===== src/rtl/alu_pkg.sv =====
// alu_pkg: opcode encoding and request type shared by the ALU and its command issuer
package alu_pkg;
  typedef logic [4:0] op_t;
  typedef enum logic [4:0] {
    OP_ADD = 5'd0,
    OP_SUB,
    OP_SLL,
    OP_SRL,
    OP_AND,
    OP_OR,
    OP_XOR,
    OP_EQL,
    OP_LESSEQL,
    OP_GREQL = 5'd9
  } op_e;
  localparam op_e OP_LAST = OP_GREQL;
  typedef struct packed {
    logic [31:0] a;
    logic [31:0] b;
    op_t         op;
  } alu_req_t;
endpackage


===== src/rtl/alu_req_fifo.sv =====
// alu_req_fifo: synchronous request FIFO with full/empty/occupancy
// Ports: clk_i, rst_ni (async active-low), push_i/data_i write side,
// pop_i/data_o read side (data_o shows the head), full_o, empty_o, count_o.
// Push while full and pop while empty are ignored, so callers may hold
// push_i = valid without gating it.
module alu_req_fifo #(
  parameter int  DEPTH = 4,
  parameter type T     = logic
) (
  input  logic                   clk_i,
  input  logic                   rst_ni,
  input  logic                   push_i,
  input  T                       data_i,
  input  logic                   pop_i,
  output T                       data_o,
  output logic                   full_o,
  output logic                   empty_o,
  output logic [$clog2(DEPTH):0] count_o
);
  localparam int AW = $clog2(DEPTH);
  T               mem_q [DEPTH];
  logic [AW-1:0]  wr_q, rd_q;
  logic [AW:0]    cnt_q;
  logic           do_push, do_pop;
  assign full_o  = cnt_q == (AW+1)'(DEPTH);
  assign empty_o = cnt_q == '0;
  assign do_push = push_i & ~full_o;
  assign do_pop  = pop_i & ~empty_o;
  assign data_o  = mem_q[rd_q];
  assign count_o = cnt_q;
  always_ff @(posedge clk_i)
    if (do_push) mem_q[wr_q] <= data_i;
  // Power-of-two depth: pointers wrap by natural overflow.
  always_ff @(posedge clk_i or negedge rst_ni)
    if (!rst_ni) begin
      wr_q  <= '0;
      rd_q  <= '0;
      cnt_q <= '0;
    end else begin
      wr_q  <= wr_q + AW'(do_push);
      rd_q  <= rd_q + AW'(do_pop);
      cnt_q <= cnt_q + (AW+1)'(do_push) - (AW+1)'(do_pop);
    end
endmodule


===== src/rtl/alu_cmd_issuer.sv =====
// alu_cmd_issuer: queues ALU requests, issues them one at a time and returns results
// Ports: clk_i, rst_ni (async active-low); req_valid_i/req_ready_o with
// req_a_i/req_b_i/req_op_i request channel; alu_a_o/alu_b_o/alu_op_o to the
// ALU and alu_res_i back; rsp_valid_o/rsp_ready_i with rsp_data_o/rsp_err_o
// response channel; busy_o and count_o status.
module alu_cmd_issuer
  import alu_pkg::*;
#(
  parameter int DEPTH      = 4,
  parameter int SETTLE_CYC = 1
) (
  input  logic                   clk_i,
  input  logic                   rst_ni,
  input  logic                   req_valid_i,
  output logic                   req_ready_o,
  input  logic [31:0]            req_a_i,
  input  logic [31:0]            req_b_i,
  input  logic [4:0]             req_op_i,
  output logic [31:0]            alu_a_o,
  output logic [31:0]            alu_b_o,
  output logic [4:0]             alu_op_o,
  input  logic [31:0]            alu_res_i,
  output logic                   rsp_valid_o,
  input  logic                   rsp_ready_i,
  output logic [31:0]            rsp_data_o,
  output logic                   rsp_err_o,
  output logic                   busy_o,
  output logic [$clog2(DEPTH):0] count_o
);
  localparam int SW = SETTLE_CYC > 1 ? $clog2(SETTLE_CYC) : 1;
  typedef enum logic [1:0] {IDLE, ISSUE, RESP} state_e;
  state_e        state_q;
  logic [SW-1:0] settle_q;
  logic [31:0]   alu_a_q, alu_b_q, rsp_data_q;
  op_t           alu_op_q;
  logic          rsp_valid_q, rsp_err_q;
  alu_req_t      req_in, head;
  logic          full, empty, pop;
  assign req_in = '{a: req_a_i, b: req_b_i, op: req_op_i};
  assign pop    = (state_q == IDLE) & ~empty;
  alu_req_fifo #(.DEPTH(DEPTH), .T(alu_req_t)) u_fifo (
    .clk_i   (clk_i),
    .rst_ni  (rst_ni),
    .push_i  (req_valid_i),
    .data_i  (req_in),
    .pop_i   (pop),
    .data_o  (head),
    .full_o  (full),
    .empty_o (empty),
    .count_o (count_o)
  );
  assign req_ready_o = ~full;
  assign busy_o      = (state_q != IDLE) | ~empty;
  assign alu_a_o     = alu_a_q;
  assign alu_b_o     = alu_b_q;
  assign alu_op_o    = alu_op_q;
  assign rsp_valid_o = rsp_valid_q;
  assign rsp_data_o  = rsp_data_q;
  assign rsp_err_o   = rsp_err_q;
  // Illegal opcodes skip the ALU entirely so its inputs keep the last issued op.
  always_ff @(posedge clk_i or negedge rst_ni)
    if (!rst_ni) begin
      state_q     <= IDLE;
      settle_q    <= '0;
      alu_a_q     <= '0;
      alu_b_q     <= '0;
      alu_op_q    <= op_t'(OP_ADD);
      rsp_valid_q <= 1'b0;
      rsp_data_q  <= '0;
      rsp_err_q   <= 1'b0;
    end else begin
      case (state_q)
        IDLE: if (!empty) begin
          if (head.op > op_t'(OP_LAST)) begin
            rsp_data_q  <= '0;
            rsp_err_q   <= 1'b1;
            rsp_valid_q <= 1'b1;
            state_q     <= RESP;
          end else begin
            alu_a_q  <= head.a;
            alu_b_q  <= head.b;
            alu_op_q <= head.op;
            settle_q <= SW'(SETTLE_CYC - 1);
            state_q  <= ISSUE;
          end
        end
        ISSUE: if (settle_q == '0) begin
          rsp_data_q  <= alu_res_i;
          rsp_err_q   <= 1'b0;
          rsp_valid_q <= 1'b1;
          state_q     <= RESP;
        end else begin
          settle_q <= settle_q - SW'(1);
        end
        RESP: if (rsp_ready_i) begin
          rsp_valid_q <= 1'b0;
          state_q     <= IDLE;
        end
        default: state_q <= IDLE;
      endcase
    end
endmodule

===== config.mk =====
export PLATFORM = sky130hd
export DESIGN_NAME = alu_cmd_issuer
export DESIGN_NICKNAME = d
export VERILOG_FILES = /design/src/rtl/alu_pkg.sv /design/src/rtl/alu_req_fifo.sv /design/src/rtl/alu_cmd_issuer.sv
export SDC_FILE = /design/constraint.sdc
export NUM_CORES = 1
export LEC_CHECK = 0
export ABC_AREA = 1
export BUFFER_PORTS_ARGS = -buffer_cell sky130_fd_sc_hd__buf_4
export CAP_MARGIN = 20
export CORE_MARGIN = 5
export CORE_UTILIZATION = 57
export DETAILED_ROUTE_END_ITERATION = 10
export MAX_ROUTING_LAYER = met4
export PLACE_DENSITY = 0.8
export SYNTH_ARGS = -nofsm -noshare
export SYNTH_HDL_FRONTEND = slang
export SYNTH_SLANG_ARGS = --single-unit

===== constraint.sdc =====
create_clock -name clk_i -period 8.1 [get_ports clk_i]
set_clock_uncertainty 0.2 [all_clocks]
set_input_delay 0.405 -clock clk_i [delete_from_list [all_inputs] [get_ports clk_i]]
set_output_delay 0.405 -clock clk_i [all_outputs]
set_load 0.01 [all_outputs]

==> reports/qor.yml, run 1 <==
pwr-share-clk_pct: 25.4
io_pins: 213
fill_cells: 1485
slew_viol_final: 0
drt_iter0_drc: 774
synth_xor_xnor_area_share_pct: 0.242
r2r_end: "alu_a_o[11]"
syn_area_um2: 14500
fin_ws_ps: 4440
clk_path_buf_depth: 3
min_path_type: "flop to flop"
tightest_slew_ps: 1060
p_per_area_nw_per_um2: 382
r2r_start: "u_fifo.rd_q[0]"
relSlewSlack_pct: 29.3
routabilityCongestion: 0.857
area.growth.synth_to_final_pct: 28.9
crit_path_max_incr_delay_ps: 800
ant_nets: 0
synth_fa_ha_area_share_pct: 0.484
core_um2: 25100
firstDrtPassIters: 5
die_y_um: 169
crit_end: "alu_a_o[11]"
grt_pass1_wl_mm: 50.6
die_w_um: 169
p_comb_share_pct: 31.4
yosys.area_share.simple_pct: 10.8
critical_path_class: "flop to flop"
crit_start: "u_fifo.rd_q[0]"
rsz0062_at_grt: "no"
syn_avg_cell_area_um2: 13.2
initial_core_util_pct: 57.7
swShare_pct: 33.5
final-hold-violation-count: 0
ir_worst_vdd_uv: 318
wl_per_cell_um: 18.3
cp-end-kind: "flop"
place_ws_ps: 4450
antenna_found_initial: 3
path_clk_slew_ps: 60
muxShareOfSynthArea_pct: 0
internal_power_uw: 4740
rows: 58
power.net_switching_uw: 2380
cts-htree-levels: 2
synth_warnings: 0
track_usage_pct: 23.0
critical-path-slowest-cell: "dfrtp_4"
p_seq_share_pct: 43.2
worstSetupStartpointType: "flop"
critPathArrivalTime_ps: 3880
via_per_inst: 5.46
required_ps: 8320
syn_inst: 1094
clkLatencyLatePin_ps: 520
ys_seq_elements: 388
fmax_mhz: 273
cts_root_buffer: "clkbuf_16"
dpl.hpwl_mm: 17.7
clock_sinks: 388
reg2reg_slack_ps: 4440
crit_path_frequent_cell: "nand2_1"
grt_max_degree: 95
holdWs_ps: 270
post-route-period-util_pct: 45.1
ys_seq_area_share_pct: 76.6
cts_setup_buffers: 0
min_period_ps: 3660
maxCapViolations: 0
drc: 0
overflow: 0
outcome: "complete, no violations"
reg2reg_depth: 10
leakage_uw: 0.00763
port_buffers: 212
cts_tree: "yes"
synth_compound_area_share_pct: 9.24
die-area_um2: 28700
crit_path_cell_trace: "inv_4 -> nand2_1 -> nand2_1 -> nand2_1 -> o21ai_1 -> nand2_2 -> nand3_4 -> buf_4 -> nand2_1 -> o21ai_1"
synth_top_family_by_area: "simple AND/OR/NAND/NOR gates"
setup_viol: 0
fin_tns_setup_ps: 0
cts_buffers: 39
drive_gt1_share_pct: 20.8
layout.nets: 1506
grt_pass1_vias: 9598
synth_cell_types: 24
crit_fanout: 94
routed_wl_mm: 32.2
finish.utilization_pct: 74.4
via_count: 9594
syn-num-nets: 1204
[metrics by stage]
stage	std cells	power, uW	instance area, um^2
3_5_place_dp	1580	5290	16300
6_report	1758	7120	18700
5_1_grt	1758	7560	18700
2_1_floorplan	1094	4450	14500
4_1_cts	1753	7160	18600
3_3_place_gp	1580	5200	16300
[sequential cells by signal, summed over array words and instances (netlist names), 2 cells and up]
signal	flops
u_fifo.mem_q	276
u_fifo.rd_q	2
rsp_data_o	32
alu_b_o	32
alu_op_o	5
state_q	2
u_fifo.wr_q	2
alu_a_o	32
u_fifo.count_o	3
[kinds of logic after synthesis]
kind of cell	Yosys count
DFF	388
and+or+nand+nor	413
AOI/OAI and AO/OA	202
buffers and inverters	82
adders and majority gates	5
xor gates and xnor gates	4
[worst min path at each step]
stage                         startpoint                 to  slack [ps]  cells past startpoint
final                      rsp_data_o[5]      rsp_data_o[5]         270                      2
after global placement       alu_op_o[4]        alu_op_o[4]         250                      2
after CTS                    req_valid_i  u_fifo.count_o[0]         260                      4
after floorplan                   rst_ni         alu_a_o[0]         -90                      0
after detailed placement   rsp_data_o[0]      rsp_data_o[0]         260                      2
after global routing      rsp_data_o[18]     rsp_data_o[18]         290                      2
[worst max-delay path, delay by kind of cell, from the launching register on]
family | cells | cell delay, ps
AND/OR/NAND/NOR | 6 | 870
AO/OA/AOI/OAI | 2 | 270
buffers and inverters | 2 | 1380
flip-flops | 1 | 800
[cell usage in the layout, fill, tap and decap left out, types with 2 or more instances in the layout]
master	count
xor2_1	3
ha_1	4
clkbuf_16	39
inv_1	14
a21oi_1	65
clkinv_2	6
nand2_1	390
nand3_1	7
o21ai_1	32
o21ai_0	39
dlygate4sd3_1	103
diode_2	3
clkbuf_1	8
bufinv_16	4
buf_4	222
dfrtp_1	110
nor3_1	2
nor3_2	4
a32o_1	65
edfxtp_1	276
dfrtp_4	2
clkbuf_8	10
nor2_1	7
[per-layer routing]
metal  global-route usage (%)  part of all wire (%)
met3                     4.03                   7.1
met4                     7.21                   2.8
met2                     38.5                    50
met5                        -                     0
met1                     29.0                    40
[synth_stat cells]
master | instances | share of area, %
nand2_1 | 390 | 10
edfxtp_1 | 276 | 57
dfrtp_1 | 112 | 19
a21oi_1 | 65 | 2.2
a32o_1 | 65 | 4.5
o21ai_0 | 39 | 1.3
clkbuf_1 | 34 | 0.88
o21ai_1 | 32 | 1.1
buf_2 | 22 | 0.76
inv_1 | 14 | 0.36
nand3_1 | 8 | 0.28
nor2_1 | 8 | 0.21
nor3_1 | 6 | 0.21
buf_6 | 5 | 0.39
ha_1 | 4 | 0.35
xor2_1 | 3 | 0.18
buf_1 | 2 | 0.052
buf_4 | 2 | 0.10
inv_2 | 2 | 0.052
clkbuf_2 | 1 | 0.035
fa_1 | 1 | 0.14
nand2_2 | 1 | 0.043
o211ai_1 | 1 | 0.052
xnor2_1 | 1 | 0.060
[power by group through the flow]
stage                     clock (uW)  sequential, uW  combinational, uW
after global placement             0            3090               2110
after CTS                       1850            3070               2240
after floorplan                    0            3100               1350
after global routing            1930            3140               2490
final                           1810            3080               2240
after detailed placement           0            3100               2190
[area by class of cell]
type                       instances  area [um^2]  area share [%]
clock inverter                    13          174           0.931
tap                              330          413            2.21
timing repair buffer             327         2720            14.6
sequential                       388        11100            59.4
inverter                          16         62.6           0.335
clock buffer                      57         1140            6.12
antenna                            3         7.51          0.0402
multi-input combinational        624         3050            16.3
[what timing repair did]
action | in CTS | in global routing
hold endpoints to repair | 356 | 0
hold buffers | 103 | 0
setup endpoints to repair | 0 | 0
gates resized for setup | 0 | 0
No activity file was read; power rests on OpenSTA's default activity.
==> run 2, diff against run 1 <==
- CORE_UTILIZATION: 57 -> 51
- PLACE_DENSITY: 0.8 -> 0.75
- clock period: 8.1 -> 3.2 ns (I/O delays scaled with it)
==> run 2 against run 1 <==
Against the previous run: sequential power increased by 140%; final area grew 1.3%; flip-flop and latch count did not move; die area is 11% higher; via count rose by 1.0%; critical path depth decreased by 6; clock-buffer cell count shrank 6; core utilization decreased by 6.6 points; largest power group unchanged; highest routed layer unchanged.
==> reports/qor.yml, run 2 (synthesis results as in run 1) <==
outcome: "complete, no violations"
area.growth.synth_to_final_pct: 30.6
ir_worst_vdd_uv: 730  # +130%
p_seq_share_pct: 41.1  # -2.1 points
rsz0062_at_grt: "no"
final_common_cell: "nand2_1"
port_buffers: 212  # unchanged
path_clk_slew_ps: 60  # about the same
relSlewSlack_pct: 33.3  # +4.0 points
cts_root_buffer: "clkbuf_16"
ctsHoldBuffers: 103  # unchanged
cts_tree: "yes"
slew_viol_final: 0  # unchanged
crit_start: "u_fifo.rd_q[0]"
final-hold-violation-count: 0  # unchanged
crit_fanout: 85  # -9.6%
min_path_type: "input port to async pin"
clk_path_buf_depth: 3  # unchanged
cts_buffers: 39  # unchanged
tightest_slew_ps: 1000  # -59.8 ps
largest_reg_flops: 276  # unchanged
drive_gt1_share_pct: 21.1  # +0.33 points
layout.nets: 1515  # +0.60%
post-route-period-util_pct: 71.0  # +26 points
routed_wl_mm: 33.4  # +3.6%
worstSetupStartpointType: "flop"
critPathArrivalTime_ps: 2500  # -1380 ps
total_power_uw: 18400  # +160%
r2r_start: "u_fifo.rd_q[0]"
most-common-layout-cells: "390 x nand2_1, 276 x edfxtp_1, 227 x buf_4, 110 x dfrtp_1, 103 x dlygate4sd3_1"
die_w_um: 179  # +5.4%
clock_sinks: 388  # unchanged
leakage_uw: 0.00770  # +1.0%
internal_power_uw: 12200  # +160%
routabilityCongestion: 0.731  # -15%
fin_ws_ps: 926  # -3520 ps
initial_core_util_pct: 51.9  # -5.8 points
power.net_switching_uw: 6170  # +160%
min_period_ps: 2270  # -1380 ps
place_ws_ps: 972  # -3480 ps
holdWs_ps: 0.289  # -270 ps
maxCapViolations: 0  # unchanged
fmax_mhz: 440  # +61%
cts_setup_buffers: 0  # unchanged
track_usage_pct: 21.5  # -1.5 points
finish.utilization_pct: 67.7  # -6.6 points
grt_max_degree: 86  # -9.5%
io_pins: 213  # unchanged
top_register: "u_fifo.mem_q"
p_per_area_nw_per_um2: 970  # +150%
setup_viol: 0  # unchanged
ant_nets: 0  # unchanged
p_comb_share_pct: 33.3  # +1.9 points
overflow: 0  # unchanged
dpl.hpwl_mm: 18.6  # +5.3%
via_count: 9690  # +1.0%
clkLatencyLatePin_ps: 520  # about the same
die-area_um2: 31900  # +11%
drt_iter0_drc: 642  # -17%
die_y_um: 179  # +5.4%
firstDrtPassIters: 5  # unchanged
cts_resized: 0  # unchanged
antenna_found_initial: 3  # unchanged
wl_per_cell_um: 18.4  # +0.23%
required_ps: 3420  # -4900 ps
pwr-share-clk_pct: 25.6  # +0.2 points
grt_pass1_vias: 9940  # +3.6%
grt_pass1_wl_mm: 52.4  # +3.4%
core_um2: 27900  # +11%
cp-end-kind: "flop"
rows: 61  # +5.2%
swShare_pct: 33.6  # +0.15 points
critical_path_class: "flop to flop"
fin_tns_setup_ps: 0  # unchanged
cts-htree-levels: 2  # unchanged
via_per_inst: 5.33  # -2.3%
drc: 0  # unchanged
==> run 2: cell types whose count changed in the layout (fill, tap and decap cells not counted), sizes merged <==
cell      before  now
clkinv         7   10
clkbuf        57   51
inv           18   19
bufinv         4    6
buf          224  233
clkinvlp       0    2
==> run 2: stage by stage <==
| stage | area (um^2) | cells |
|---|---|---|
| floorplan | 14500 | 1094 |
| global placement | 16500 | 1639 |
| detailed placement | 16500 | 1639 |
| CTS | 18900 | 1814 |
| global route | 18900 | 1817 |
| finish | 18900 | 1817 |
==> run 2: final cells by class <==
type                       count  area, um^2
fill                        1916        9010
clock buffer                  51        1080
antenna                        3        7.51
multi-input combinational    624        3070
timing repair buffer         336        2860
clock inverter                21         265
sequential                   388       11100
inverter                      16        62.6
tap                          378         473
==> run 2: final timing paths <==
| check | endpoint | slack, ps | cells after the start |
|---|---|---|---|
| worst max-delay path | alu_b_o[28] | 930 | 4 |
| worst min-delay path | rsp_data_o[26] | 0.3 | 2 |
| worst max register to register | alu_b_o[28] | 930 | 4 |
| worst min register to register | rsp_data_o[21] | 270 | 2 |
| max in group asynchronous | alu_b_o[15] | 2020 | 3 |
| min in group clk_i | u_fifo.wr_q[0] | 140 | 4 |
==> run 2: power groups by stage <==
stage	Combinational (uW)	Sequential, uW	Clock (uW)
2_1_floorplan	3430	7800	0
3_3_place_gp	5840	7570	0
3_5_place_dp	6030	7600	0
4_1_cts	6170	7520	4800
5_1_grt	6810	7660	5040
6_report	6110	7540	4710
==> run 2: worst max-delay path, cell delays in order, from the launching register on <==
cell,delay [ps]
dfrtp_4,490
buf_4,700
nand2_1,160
a32o_1,310
o21ai_0,220
==> run 2: layer usage <==
layer	share of wire [%]	track usage, %
met5	0	-
met1	40	26.5
met2	50	36.5
met4	1.9	5.47
met3	7.9	4.62
